File: src/rtl/t07_mem_sequencer.sv
// t07_mem_sequencer: sequences instruction fetch and load/store phases
// against the MMIO bus. The bus signals completion with a falling edge on
// busy. The block does byte-lane steering, write strobes and misalignment
// detection, and has a busy watchdog that raises a sticky fault.
module t07_mem_sequencer #(
  parameter int unsigned ADDR_W  = 32,
  parameter int unsigned DATA_W  = 32,
  parameter int unsigned TIMEOUT = 255
) (
  input  logic                clk,
  input  logic                nrst,
  input  logic [ADDR_W-1:0]   pc_i,
  input  logic                mem_read_i,
  input  logic                mem_write_i,
  input  logic                mem_source_i,
  input  logic [3:0]          mem_op_i,
  input  logic [ADDR_W-1:0]   alu_addr_i,
  input  logic [31:0]         fpu_data_i,
  input  logic [31:0]         reg_data_i,
  input  logic [DATA_W-1:0]   bus_rdata_i,
  input  logic                bus_busy_i,
  input  logic                fault_clr_i,
  output logic [ADDR_W-1:0]   bus_addr_o,
  output logic [DATA_W-1:0]   bus_wdata_o,
  output logic [DATA_W/8-1:0] bus_wstrb_o,
  output logic [1:0]          rwi_o,
  output logic                addr_sel_o,
  output logic [31:0]         instr_o,
  output logic                instr_valid_o,
  output logic [31:0]         reg_data_o,
  output logic                reg_we_o,
  output logic                freeze_o,
  output logic                fault_o,
  output logic [1:0]          fault_code_o
);

  localparam int unsigned NB    = DATA_W / 8;
  localparam int unsigned OFF_W = $clog2(NB);
  localparam int unsigned CNT_W = $clog2(TIMEOUT + 1);
  localparam logic [CNT_W-1:0]  CNT_LAST  = CNT_W'(TIMEOUT - 1);
  localparam logic [ADDR_W-1:0] LANE_MASK = ~ADDR_W'(NB - 1);

  localparam logic [3:0] OP_LB  = 4'd1;
  localparam logic [3:0] OP_LH  = 4'd2;
  localparam logic [3:0] OP_LW  = 4'd3;
  localparam logic [3:0] OP_LBU = 4'd4;
  localparam logic [3:0] OP_LHU = 4'd5;
  localparam logic [3:0] OP_SB  = 4'd6;
  localparam logic [3:0] OP_SH  = 4'd7;
  localparam logic [3:0] OP_SW  = 4'd8;

  typedef enum logic [2:0] {
    S_FETCH  = 3'd0,
    S_F_WAIT = 3'd1,
    S_EXEC   = 3'd2,
    S_D_WAIT = 3'd3,
    S_FAULT  = 3'd4
  } state_t;

  state_t             state, state_n;
  logic               prev_busy;
  logic [CNT_W-1:0]   cnt, cnt_n;
  logic [OFF_W-1:0]   off_q, off_n;
  logic [3:0]         op_q, op_n;

  logic [ADDR_W-1:0]  bus_addr_n;
  logic [DATA_W-1:0]  wdata_n;
  logic [NB-1:0]      wstrb_n;
  logic [1:0]         rwi_n, code_n;
  logic               addr_sel_n, instr_valid_n, reg_we_n, freeze_n, fault_n;
  logic [31:0]        instr_n, reg_data_n;

  // Completion: registered-busy falling edge, ignored in a wait's first cycle
  logic bus_done, timed_out;
  assign bus_done  = prev_busy & ~bus_busy_i & (cnt != '0);
  assign timed_out = (cnt == CNT_LAST);

  logic [OFF_W-1:0] req_off, word_off;
  logic [31:0]      fetch_word, load_word;
  assign req_off    = alu_addr_i[OFF_W-1:0];
  assign word_off   = off_q & ~OFF_W'(3);
  assign fetch_word = 32'(bus_rdata_i >> {word_off, 3'b000});
  assign load_word  = 32'(bus_rdata_i >> {off_q, 3'b000});

  // Sign/zero extension of the lane-shifted load data
  logic [31:0] load_ext;
  always_comb begin
    case (op_q)
      OP_LB:   load_ext = {{24{load_word[7]}}, load_word[7:0]};
      OP_LH:   load_ext = {{16{load_word[15]}}, load_word[15:0]};
      OP_LBU:  load_ext = {24'b0, load_word[7:0]};
      OP_LHU:  load_ext = {16'b0, load_word[15:0]};
      default: load_ext = load_word;
    endcase
  end

  // Request decode: store wins over load, and the op must match the direction
  logic        is_store, req_valid, misaligned;
  logic [1:0]  req_size;
  logic [31:0] st_src, st_masked;
  logic [DATA_W-1:0] st_wdata;
  logic [NB-1:0]     st_wstrb;
  always_comb begin
    is_store  = mem_write_i;
    req_valid = 1'b0;
    req_size  = 2'd0;
    if (mem_write_i) begin
      case (mem_op_i)
        OP_SB:   begin req_valid = 1'b1; req_size = 2'd0; end
        OP_SH:   begin req_valid = 1'b1; req_size = 2'd1; end
        OP_SW:   begin req_valid = 1'b1; req_size = 2'd2; end
        default: req_valid = 1'b0;
      endcase
    end else if (mem_read_i) begin
      case (mem_op_i)
        OP_LB, OP_LBU: begin req_valid = 1'b1; req_size = 2'd0; end
        OP_LH, OP_LHU: begin req_valid = 1'b1; req_size = 2'd1; end
        OP_LW:         begin req_valid = 1'b1; req_size = 2'd2; end
        default:       req_valid = 1'b0;
      endcase
    end
    misaligned = ((req_size == 2'd1) && req_off[0]) ||
                 ((req_size == 2'd2) && (req_off[1:0] != 2'b00));
    st_src = mem_source_i ? fpu_data_i : reg_data_i;
    case (req_size)
      2'd0:    st_masked = {24'b0, st_src[7:0]};
      2'd1:    st_masked = {16'b0, st_src[15:0]};
      default: st_masked = st_src;
    endcase
    st_wdata = DATA_W'(st_masked) << {req_off, 3'b000};
    case (req_size)
      2'd0:    st_wstrb = NB'(4'b0001) << req_off;
      2'd1:    st_wstrb = NB'(4'b0011) << req_off;
      default: st_wstrb = NB'(4'b1111) << req_off;
    endcase
  end

  // Next-state and next-output computation
  always_comb begin
    state_n       = state;
    cnt_n         = cnt;
    off_n         = off_q;
    op_n          = op_q;
    bus_addr_n    = bus_addr_o;
    wdata_n       = bus_wdata_o;
    wstrb_n       = bus_wstrb_o;
    rwi_n         = rwi_o;
    addr_sel_n    = addr_sel_o;
    instr_n       = instr_o;
    instr_valid_n = 1'b0;
    reg_data_n    = reg_data_o;
    reg_we_n      = 1'b0;
    freeze_n      = freeze_o;
    fault_n       = fault_o;
    code_n        = fault_code_o;
    case (state)
      S_FETCH: begin
        state_n    = S_F_WAIT;
        cnt_n      = '0;
        bus_addr_n = pc_i & LANE_MASK;
        off_n      = pc_i[OFF_W-1:0];
        wdata_n    = '0;
        wstrb_n    = '0;
        rwi_n      = 2'b11;
        addr_sel_n = 1'b1;
        freeze_n   = 1'b1;
      end
      S_F_WAIT: begin
        cnt_n = cnt + CNT_W'(1);
        if (bus_done) begin
          state_n       = S_EXEC;
          instr_n       = fetch_word;
          instr_valid_n = 1'b1;
          rwi_n         = 2'b00;
          freeze_n      = 1'b0;
        end else if (timed_out) begin
          state_n = S_FAULT;
          rwi_n   = 2'b00;
          fault_n = 1'b1;
          code_n  = 2'b10;
        end
      end
      S_EXEC: begin
        state_n    = S_FETCH;
        rwi_n      = 2'b00;
        freeze_n   = 1'b1;
        addr_sel_n = 1'b1;
        if (req_valid) begin
          if (misaligned) begin
            state_n = S_FAULT;
            fault_n = 1'b1;
            code_n  = 2'b01;
          end else begin
            state_n    = S_D_WAIT;
            cnt_n      = '0;
            bus_addr_n = alu_addr_i & LANE_MASK;
            off_n      = req_off;
            op_n       = mem_op_i;
            addr_sel_n = 1'b0;
            if (is_store) begin
              rwi_n   = 2'b01;
              wdata_n = st_wdata;
              wstrb_n = st_wstrb;
            end else begin
              rwi_n   = 2'b10;
              wdata_n = '0;
              wstrb_n = '0;
            end
          end
        end
      end
      S_D_WAIT: begin
        cnt_n = cnt + CNT_W'(1);
        if (bus_done) begin
          state_n    = S_FETCH;
          rwi_n      = 2'b00;
          addr_sel_n = 1'b1;
          wstrb_n    = '0;
          if (rwi_o == 2'b10) begin
            reg_data_n = load_ext;
            reg_we_n   = 1'b1;
          end
        end else if (timed_out) begin
          state_n = S_FAULT;
          rwi_n   = 2'b00;
          wstrb_n = '0;
          fault_n = 1'b1;
          code_n  = 2'b11;
        end
      end
      S_FAULT: begin
        rwi_n    = 2'b00;
        freeze_n = 1'b1;
        if (fault_clr_i) begin
          state_n = S_FETCH;
          fault_n = 1'b0;
          code_n  = 2'b00;
        end
      end
      default: state_n = S_FETCH;
    endcase
  end

  // State and output registers
  always_ff @(posedge clk) begin
    if (!nrst) begin
      state         <= S_FETCH;
      prev_busy     <= 1'b0;
      cnt           <= '0;
      off_q         <= '0;
      op_q          <= '0;
      bus_addr_o    <= '0;
      bus_wdata_o   <= '0;
      bus_wstrb_o   <= '0;
      rwi_o         <= 2'b00;
      addr_sel_o    <= 1'b1;
      instr_o       <= '0;
      instr_valid_o <= 1'b0;
      reg_data_o    <= '0;
      reg_we_o      <= 1'b0;
      freeze_o      <= 1'b1;
      fault_o       <= 1'b0;
      fault_code_o  <= 2'b00;
    end else begin
      state         <= state_n;
      prev_busy     <= bus_busy_i;
      cnt           <= cnt_n;
      off_q         <= off_n;
      op_q          <= op_n;
      bus_addr_o    <= bus_addr_n;
      bus_wdata_o   <= wdata_n;
      bus_wstrb_o   <= wstrb_n;
      rwi_o         <= rwi_n;
      addr_sel_o    <= addr_sel_n;
      instr_o       <= instr_n;
      instr_valid_o <= instr_valid_n;
      reg_data_o    <= reg_data_n;
      reg_we_o      <= reg_we_n;
      freeze_o      <= freeze_n;
      fault_o       <= fault_n;
      fault_code_o  <= code_n;
    end
  end

endmodule
File: config.mk
export PLATFORM = sky130hd
export DESIGN_NAME = t07_mem_sequencer
export DESIGN_NICKNAME = d
export VERILOG_FILES = /design/src/rtl/t07_mem_sequencer.sv
export SDC_FILE = /design/constraint.sdc
export NUM_CORES = 1
export LEC_CHECK = 0
export ABC_AREA = 1
export BUFFER_PORTS_ARGS = -buffer_cell sky130_fd_sc_hd__clkbuf_2
export CAP_MARGIN = 30
export CORE_ASPECT_RATIO = 2
export CORE_MARGIN = 4
export CORE_UTILIZATION = 53
export DETAILED_ROUTE_END_ITERATION = 10
export GPL_ROUTABILITY_DRIVEN = 0
export PLACE_DENSITY = 0.86
export SYNTH_ARGS = -nofsm -noshare
export SYNTH_HDL_FRONTEND = slang
export SYNTH_SLANG_ARGS = --single-unit
File: constraint.sdc
create_clock -name clk -period 3.8 [get_ports clk]
set_input_delay 0.57 -clock clk [delete_from_list [all_inputs] [get_ports clk]]
set_output_delay 0.57 -clock clk [all_outputs]
set_load 0.05 [all_outputs]
==> results.md, run 1 <==
* TNS Setup at 0 ps
* IO Count at 312
* Crit path arrival time at 2850 ps
* Number of flops mapped to enable cells by yosys at 0
* Ys Warns at 0
* Pwr/cell area at 411 nW/um^2
* Seq cells post-synth at 157
* Count of final setup violators at 0
* Rel. slew slack at 43.4%
* Core footprint at 14800 um^2
* Post-synth top cells: nand2_1 (325), dfxtp_1 (157), a21oi_1 (151), nor2_1 (124), o21ai_0 (101)
* HPWL after DPL at 20200 um
* Antenna violations before repair at 0
* Max_cap viols at 0
* Seq/Total Area, Yosys at 39.5%
* Final number of max-transition violations at 0
* # diodes at 0
* Largest area contributor in the netlist: dfxtp_1
* Die height at 181 um
* # nets final at 1614
* Cts hold-fix bufs at 0
* Skew final at 10.6 ps
* Antenna Violating Nets Remaining at 0
* Grt peak-use layer: met2
* Clk Latency, worst-skew pair at 410 ps
* CP required at 4070 ps
* Least-Margin Pin Slew at 849 ps
* Final WS setup at 1220 ps
* Via density at 5.47
* H-tree levels at 4
* Post-synth ARST share at 0%
* Yosys top cell area share at 39.5%
* Vias in the first global route at 8609
* Leak Pwr at 5.00 nW
* Grt met3 use at 6.63%
* Ranking of synthesized cells by area: dfxtp_1 (39%), nand2_1 (15%), a21oi_1 (9.5%)
* Die width at 94.6 um
* TritonCTS Buffers at 17
* Layout cells sized above 1 at 27.5%
* Vias at 9016
* Routed len/inst at 16.2 um
* Most frequent cell after synthesis: nand2_1
* Die area at 17200 um^2
* Residual DRC at 0
* Top_reg_cell synth: dfxtp_1
* GR Layer Usage met1 at 31.3%
* Critical Path Source Type: flop
* Outcome: finished, final reports clean
* Crit path time final at 2580 ps
* First-pass GRT wire length at 42100 um
* Clock buffer depth at 2
* Final period utilization at 67.9%
* Area delta synth->final at 26.1%
* CTS root buffer: clkbuf_16
* PostCTS Resize Cnt at 0
* Grt ovf at 0
* Hold Fails Final Rpt at 0
* Largest net degree at the start of global routing at 90
* Total GRT Usage at 31.0%
* Post-Syn Instances at 1178
* Unrepaired setup endpoints after global routing: no
* CTS sink cnt at 157
* Post-CTS setup buffer count at 0
* Met2 usage at 53.6%
* Fill count at 1393
* Drt first pass iters at 5
* Crit. End Element: flop
* IO Port Bufs at 309
* Fin area at 10000 um^2
* Final WL at 26700 um
* Clock slew at reported path FFs at 70 ps
* CTS tree: yes
* DR iter-0 viols at 508
* Kind of critical path: reg -> reg
* Class of the worst hold path: in -> reg
* DP Worst Slack at 965 ps
* Count of cell types in the netlist at 41
* Area of the mapped netlist at 7960 um^2
* Syn avg cell area at 6.76 um^2
* Worst VDD drop at 387 uV
* Rows at 63
* Placement Cell Area at 9450 um^2
* Fmax at 0.387 GHz
* Initial Utilization at 53.7%
* Critical path fanouts, max at 17
[flip-flops by register name, summed over array words and instances, names as in the netlist]
signal / count
reg_data_o: 32
bus_wstrb_o: 4
prev_busy: 1
fault_code_o: 2
off_q: 2
freeze_o: 1
rwi_o: 2
instr_o: 32
bus_addr_o: 30
fault_o: 1
addr_sel_o: 1
state: 3
op_q: 4
cnt: 8
reg_we_o: 1
bus_wdata_o: 32
instr_valid_o: 1
[where the power goes]
group	internal [mW]	total, mW	switching [mW]	leakage (nW)
Clock	0.947	1.69	0.742	0.292
Combinational	0.215	0.708	0.493	3.43
Sequential	1.69	1.73	0.0344	1.28
[routing by layer]
layer | up-vias | part of all wire [%]
met5 | - | 0
met4 | 0 | 7.7
met3 | 121 | 7.5
met2 | 450 | 52
met1 | 4054 | 33
li1 | 4391 | -
[metrics by stage]
stage | hold WS, ps | instances | total power [mW] | utilization [%]
floorplan | 458 | 1179 | 2.24 | -
global placement | 443 | 1615 | 2.45 | 63.7
detailed placement | 450 | 1616 | 2.46 | 63.8
CTS | 345 | 1648 | 4.15 | 67.7
global route | 359 | 1648 | 4.30 | 67.7
finish | 364 | 1648 | 4.13 | 67.7
[critical path, stage by stage, from the launching register on]
cell and delay (ps):
dfxtp_1 650, clkinv_1 540, nand2_1 180, a22oi_1 100, inv_1 110, nor2_1 90, nor3b_4 630, a21oi_1 140
[worst paths after layout]
| check | start | endpoint | slack [ps] | depth (start not counted) |
|---|---|---|---|---|
| min | bus_busy_i | prev_busy | 360 | 3 |
| max | off_q[0] | reg_data_o[19] | 1220 | 7 |
| min reg2reg | bus_wstrb_o[2] | bus_wstrb_o[2] | 450 | 2 |
| max reg2reg | off_q[0] | reg_data_o[19] | 1220 | 7 |
[layout by cell type, fill, tap and decap left out, types with 2 or more instances in the layout]
cell type	n
inv_6	5
o211ai_1	14
or2_2	10
mux2i_1	10
clkbuf_2	309
nor2_4	3
nand3_2	2
dfxtp_1	157
nor3_1	5
o21ai_0	101
inv_2	7
inv_8	3
buf_4	10
nand3_1	52
nor2_1	123
clkbuf_16	17
a211oi_1	2
conb_1	2
ha_1	3
a31oi_1	7
nand3_4	2
a21oi_1	151
clkinv_4	4
inv_1	68
nand2_1	325
nand4_1	14
o21ai_1	12
mux2_2	16
nor2_2	3
[final cells by class]
cell class,instances,area [um^2],share of cell area (%)
Tap cell,195,244,2.43
Sequential cell,157,3140,31.3
Multi-Input combinational cell,868,4150,41.3
Clock inverter,14,148,1.47
Timing Repair Buffer,319,1620,16.2
Inverter,77,292,2.90
Clock buffer,18,439,4.38
[kinds of logic (layout without fill, tap and decap cells)]
logic type      Yosys count  in the layout  synth area share (%)
simple gates            544            544                  28.7
compound gates          292            292                  19.2
flops                   157            157                  39.5
buf+inv                 154            428                  8.44
mux                      26             26                  3.52
fa+ha+maj                 3              3                 0.472
other cells               1              2                0.0471
xor+xnor                  1              1                 0.110
Power figures use the tool's default switching activity.
==> run 2: changes to the inputs <==
- ABC_AREA: 1 -> 0
- CORE_UTILIZATION: 53 -> 44
- PLACE_DENSITY: 0.86 -> 0.77
- clock period: 3.8 -> 2.12 ns (I/O delays scaled with it)
==> run 2 against run 1 <==
The run now ends with setup timing left. Hold slack worse by 250 ps. Maximum frequency is 12% higher. Die area is 15% higher. Routed wire length is 15% higher. Via count is 4.9% lower. Critical path depth is 2 higher. Combinational power is 120% higher.
==> results.md, run 2 <==
* Layout cells sized above 1 at 41.5% (+14 points)
* Final WL at 30700 um (+15%)
* CTS root buffer: clkbuf_16
* Worst VDD drop at 499 uV (+29%)
* Worst Reg2Reg Path Length in Cells at 9 (+2)
* CP required at 2450 ps (-1620 ps)
* Post-Syn Instances at 901 (-24%)
* Failing checks: setup timing
* Ranking of synthesized cells by area: dfxtp_1 (41%), mux2i_1 (9.8%), nand2_1 (7.2%)
* R2r setup slk at -200 ps (-1410 ps)
* Max_cap viols at 0 (unchanged)
* Pwr/cell area at 709 nW/um^2 (+72%)
* Post-synthesis xor/xnor area fraction at 0.342% (+0.23 points)
* Top routing layer used: met4
* Worst R2R End: instr_o[16]
* DRT met1 WL at 10000 um (+13%)
* # diodes at 0 (unchanged)
* Commonest non-fill, non-tap cells in the layout: clkbuf_2 (309), dfxtp_1 (156), nand2_1 (140)
* Met2 WL at 16300 um (+18%)
* Total GRT Usage at 28.1% (-2.9 points)
* Critical Path Source Type: flop
* Count of final setup violators at 74 (+74)
* Critical path fanouts, max at 8 (-9)
* Ys Warns at 0 (unchanged)
* Commonest non-fill, non-tap cell in the layout: clkbuf_2
* Rel. slew slack at 49.8% (+6.4 points)
* Skew final at 8.35 ps (-2.28 ps)
* Final number of max-transition violations at 0 (unchanged)
* IO Count at 312 (unchanged)
* Largest net degree at the start of global routing at 53 (-41%)
* Rows at 68 (+7.9%)
* Hold Crit Start: bus_busy_i
* Clock slew at reported path FFs at 70 ps (about the same)
* Crit path time final at 2320 ps (-267 ps)
* First-pass GRT wire length at 43400 um (+3.3%)
* DP Worst Slack at -176 ps (-1140 ps)
* Crit path arrival time at 2650 ps (-200 ps)
* Outcome: finished, violations left
* Initial Utilization at 44.8% (-8.9 points)
* Final core utilization at 63.2% (-4.5 points)
* HPWL after DPL at 21900 um (+8.3%)
* # nets final at 1405 (-13%)
* Fmax at 0.432 GHz (+12%)
* Seq/Total Area, Yosys at 40.9% (+1.4 points)
* Number of flops mapped to enable cells by yosys at 0 (unchanged)
* Area of the mapped netlist at 7690 um^2 (-3.3%)
* Cts hold-fix bufs at 0 (unchanged)
* Routed len/inst at 21.1 um (+30%)
* Met3 wire len at 2050 um (+2.7%)
* Clk Latency, worst-skew pair at 430 ps (+20 ps)
* Top_reg_cell synth: dfxtp_1
* Crit. End Element: flop
* Kind of critical path: reg -> reg
* Final WS setup at -195 ps (-1410 ps)
* Largest regs: bus_wdata_o: 32 flops, instr_o: 32 flops, reg_data_o: 32 flops
* Antenna Violating Nets Remaining at 0 (unchanged)
* Least-Margin Pin Slew at 750 ps (-99.1 ps)
* Leak Pwr at 4.62 nW (-7.6%)
* Syn avg cell area at 8.54 um^2 (+26%)
* Largest area contributor in the netlist: dfxtp_1
* Most frequent cell after synthesis: dfxtp_1
* Post-synth ARST share at 0% (unchanged)
* Simple-gate share of the synthesized area at 15.1% (-14 points)
* Hold depth at 2 (-1)
* IO Port Bufs at 309 (unchanged)
* Main combinational cell family by area after synthesis: compound AO/OA/AOI/OAI gates
* CTS sink cnt at 157 (unchanged)
* Residual DRC at 0 (unchanged)
* Synthesized-area fraction occupied by adder cells at 0.488% (+0.016 points)
* Fill count at 1489 (+6.9%)
* Die width at 101 um (+7.2%)
* TritonCTS Buffers at 17 (unchanged)
* Die area at 19800 um^2 (+15%)
* Seq cells post-synth at 157 (unchanged)
* H-tree levels at 4 (unchanged)
* Antenna violations before repair at 0 (unchanged)
* Vias at 8577 (-4.9%)
* Grt ovf at 0 (unchanged)
* CTS tree: yes
* DR iter-0 viols at 535 (+5.3%)
* Die height at 195 um (+7.6%)
* Hold Fails Final Rpt at 0 (unchanged)
* Final period utilization at 109% (+41 points)
* Core footprint at 17200 um^2 (+16%)
* Unrepaired setup endpoints after global routing: yes
* Hold Path Sink: prev_busy
* Count of cell types in the netlist at 64 (+56%)
* Post-synthesis mux area share at 12.0% (+8.4 points)
* R2r startpoint: cnt[0]
* Post-synth top cells: dfxtp_1 (157), nand2_1 (148), a21oi_1 (109), mux2i_1 (75), o21ai_0 (58)
* Via density at 5.90 (+7.8%)
* Yosys top cell area share at 40.9% (+1.4 points)
* Clock buffer depth at 2 (unchanged)
* Drt first pass iters at 5 (unchanged)
* Vias in the first global route at 8378 (-2.7%)
* Post-synthesis compound-gate area fraction at 26.2% (+7.0 points)
* Area delta synth->final at 41.2%
* Class of the worst hold path: in -> reg
[run 2: worst max-delay path, stage by stage, from the launching register on]
cell and delay (ps):
dfxtp_2 320, inv_2 80, ha_4 120, or4b_4 450, buf_4 160, o41ai_4 260
or3_4 310, clkbuf_16 190, nand2_1 80, a21oi_1 230
[run 2: worst max-delay path by stage]
stage	from	end	slack [ps]	cells past startpoint
3_3_place_gp	mem_write_i	cnt[1]	-150	9
2_1_floorplan	mem_write_i	bus_addr_o[10]	-10	9
3_5_place_dp	bus_busy_i	reg_data_o[11]	-180	7
4_1_cts	cnt[0]	bus_wstrb_o[1]	-70	9
6_report	cnt[0]	instr_o[16]	-200	9
5_1_grt	cnt[0]	instr_o[16]	-260	9
[run 2: cell type report]
class / count / area, um^2 / share of cell area, %
well taps: 210 / 263 / 2.42
flip-flops and latches: 157 / 3140 / 28.9
inverters: 11 / 41.3 / 0.380
clock buffers: 19 / 443 / 4.08
multi-input cells: 654 / 4450 / 40.9
clock inverters: 13 / 129 / 1.19
repair buffers: 390 / 2390 / 22.0
[run 2: through the flow]
stage / hold WS (ps) / instances / total power [mW] / cell area [um^2] / TNS (ps)
finish: 114 / 1454 / 7.70 / 10900 / -4960
global route: 135 / 1454 / 7.97 / 10900 / -10550
CTS: 99.7 / 1443 / 7.66 / 10500 / -356
detailed placement: 446 / 1411 / 4.66 / 9840 / -11020
global placement: 441 / 1411 / 4.64 / 9840 / -6290
floorplan: 440 / 902 / 4.10 / 7760 / -291
[run 2: report_power, final]
group / switching, mW / internal, mW / total, mW
logic: 1.01 / 0.555 / 1.56
registers: 0.0692 / 3.05 / 3.12
clock network: 1.34 / 1.68 / 3.02
[run 2: what timing repair did]
action                                  4_1_cts  5_1_grt
endpoints found under the setup margin       37       74
cloned                                        0        8
gates resized for setup                      12       65
pin swaps                                     4       27
setup buffers                                 0        3
[run 2: logic make-up after synthesis]
| logic type | after synthesis |
|---|---|
| flops | 157 |
| xor+xnor | 3 |
| other cells | 1 |
| buf+inv | 91 |
| compound gates | 307 |
| simple gates | 249 |
| fa+ha+maj | 3 |
| mux | 90 |
[run 2: metal layers]
layer	vias to the layer above	GRT usage, %
li1	3969	-
met1	3984	27.8
met2	486	51.6
met3	138	4.40
met4	0	18.9
met5	-	0
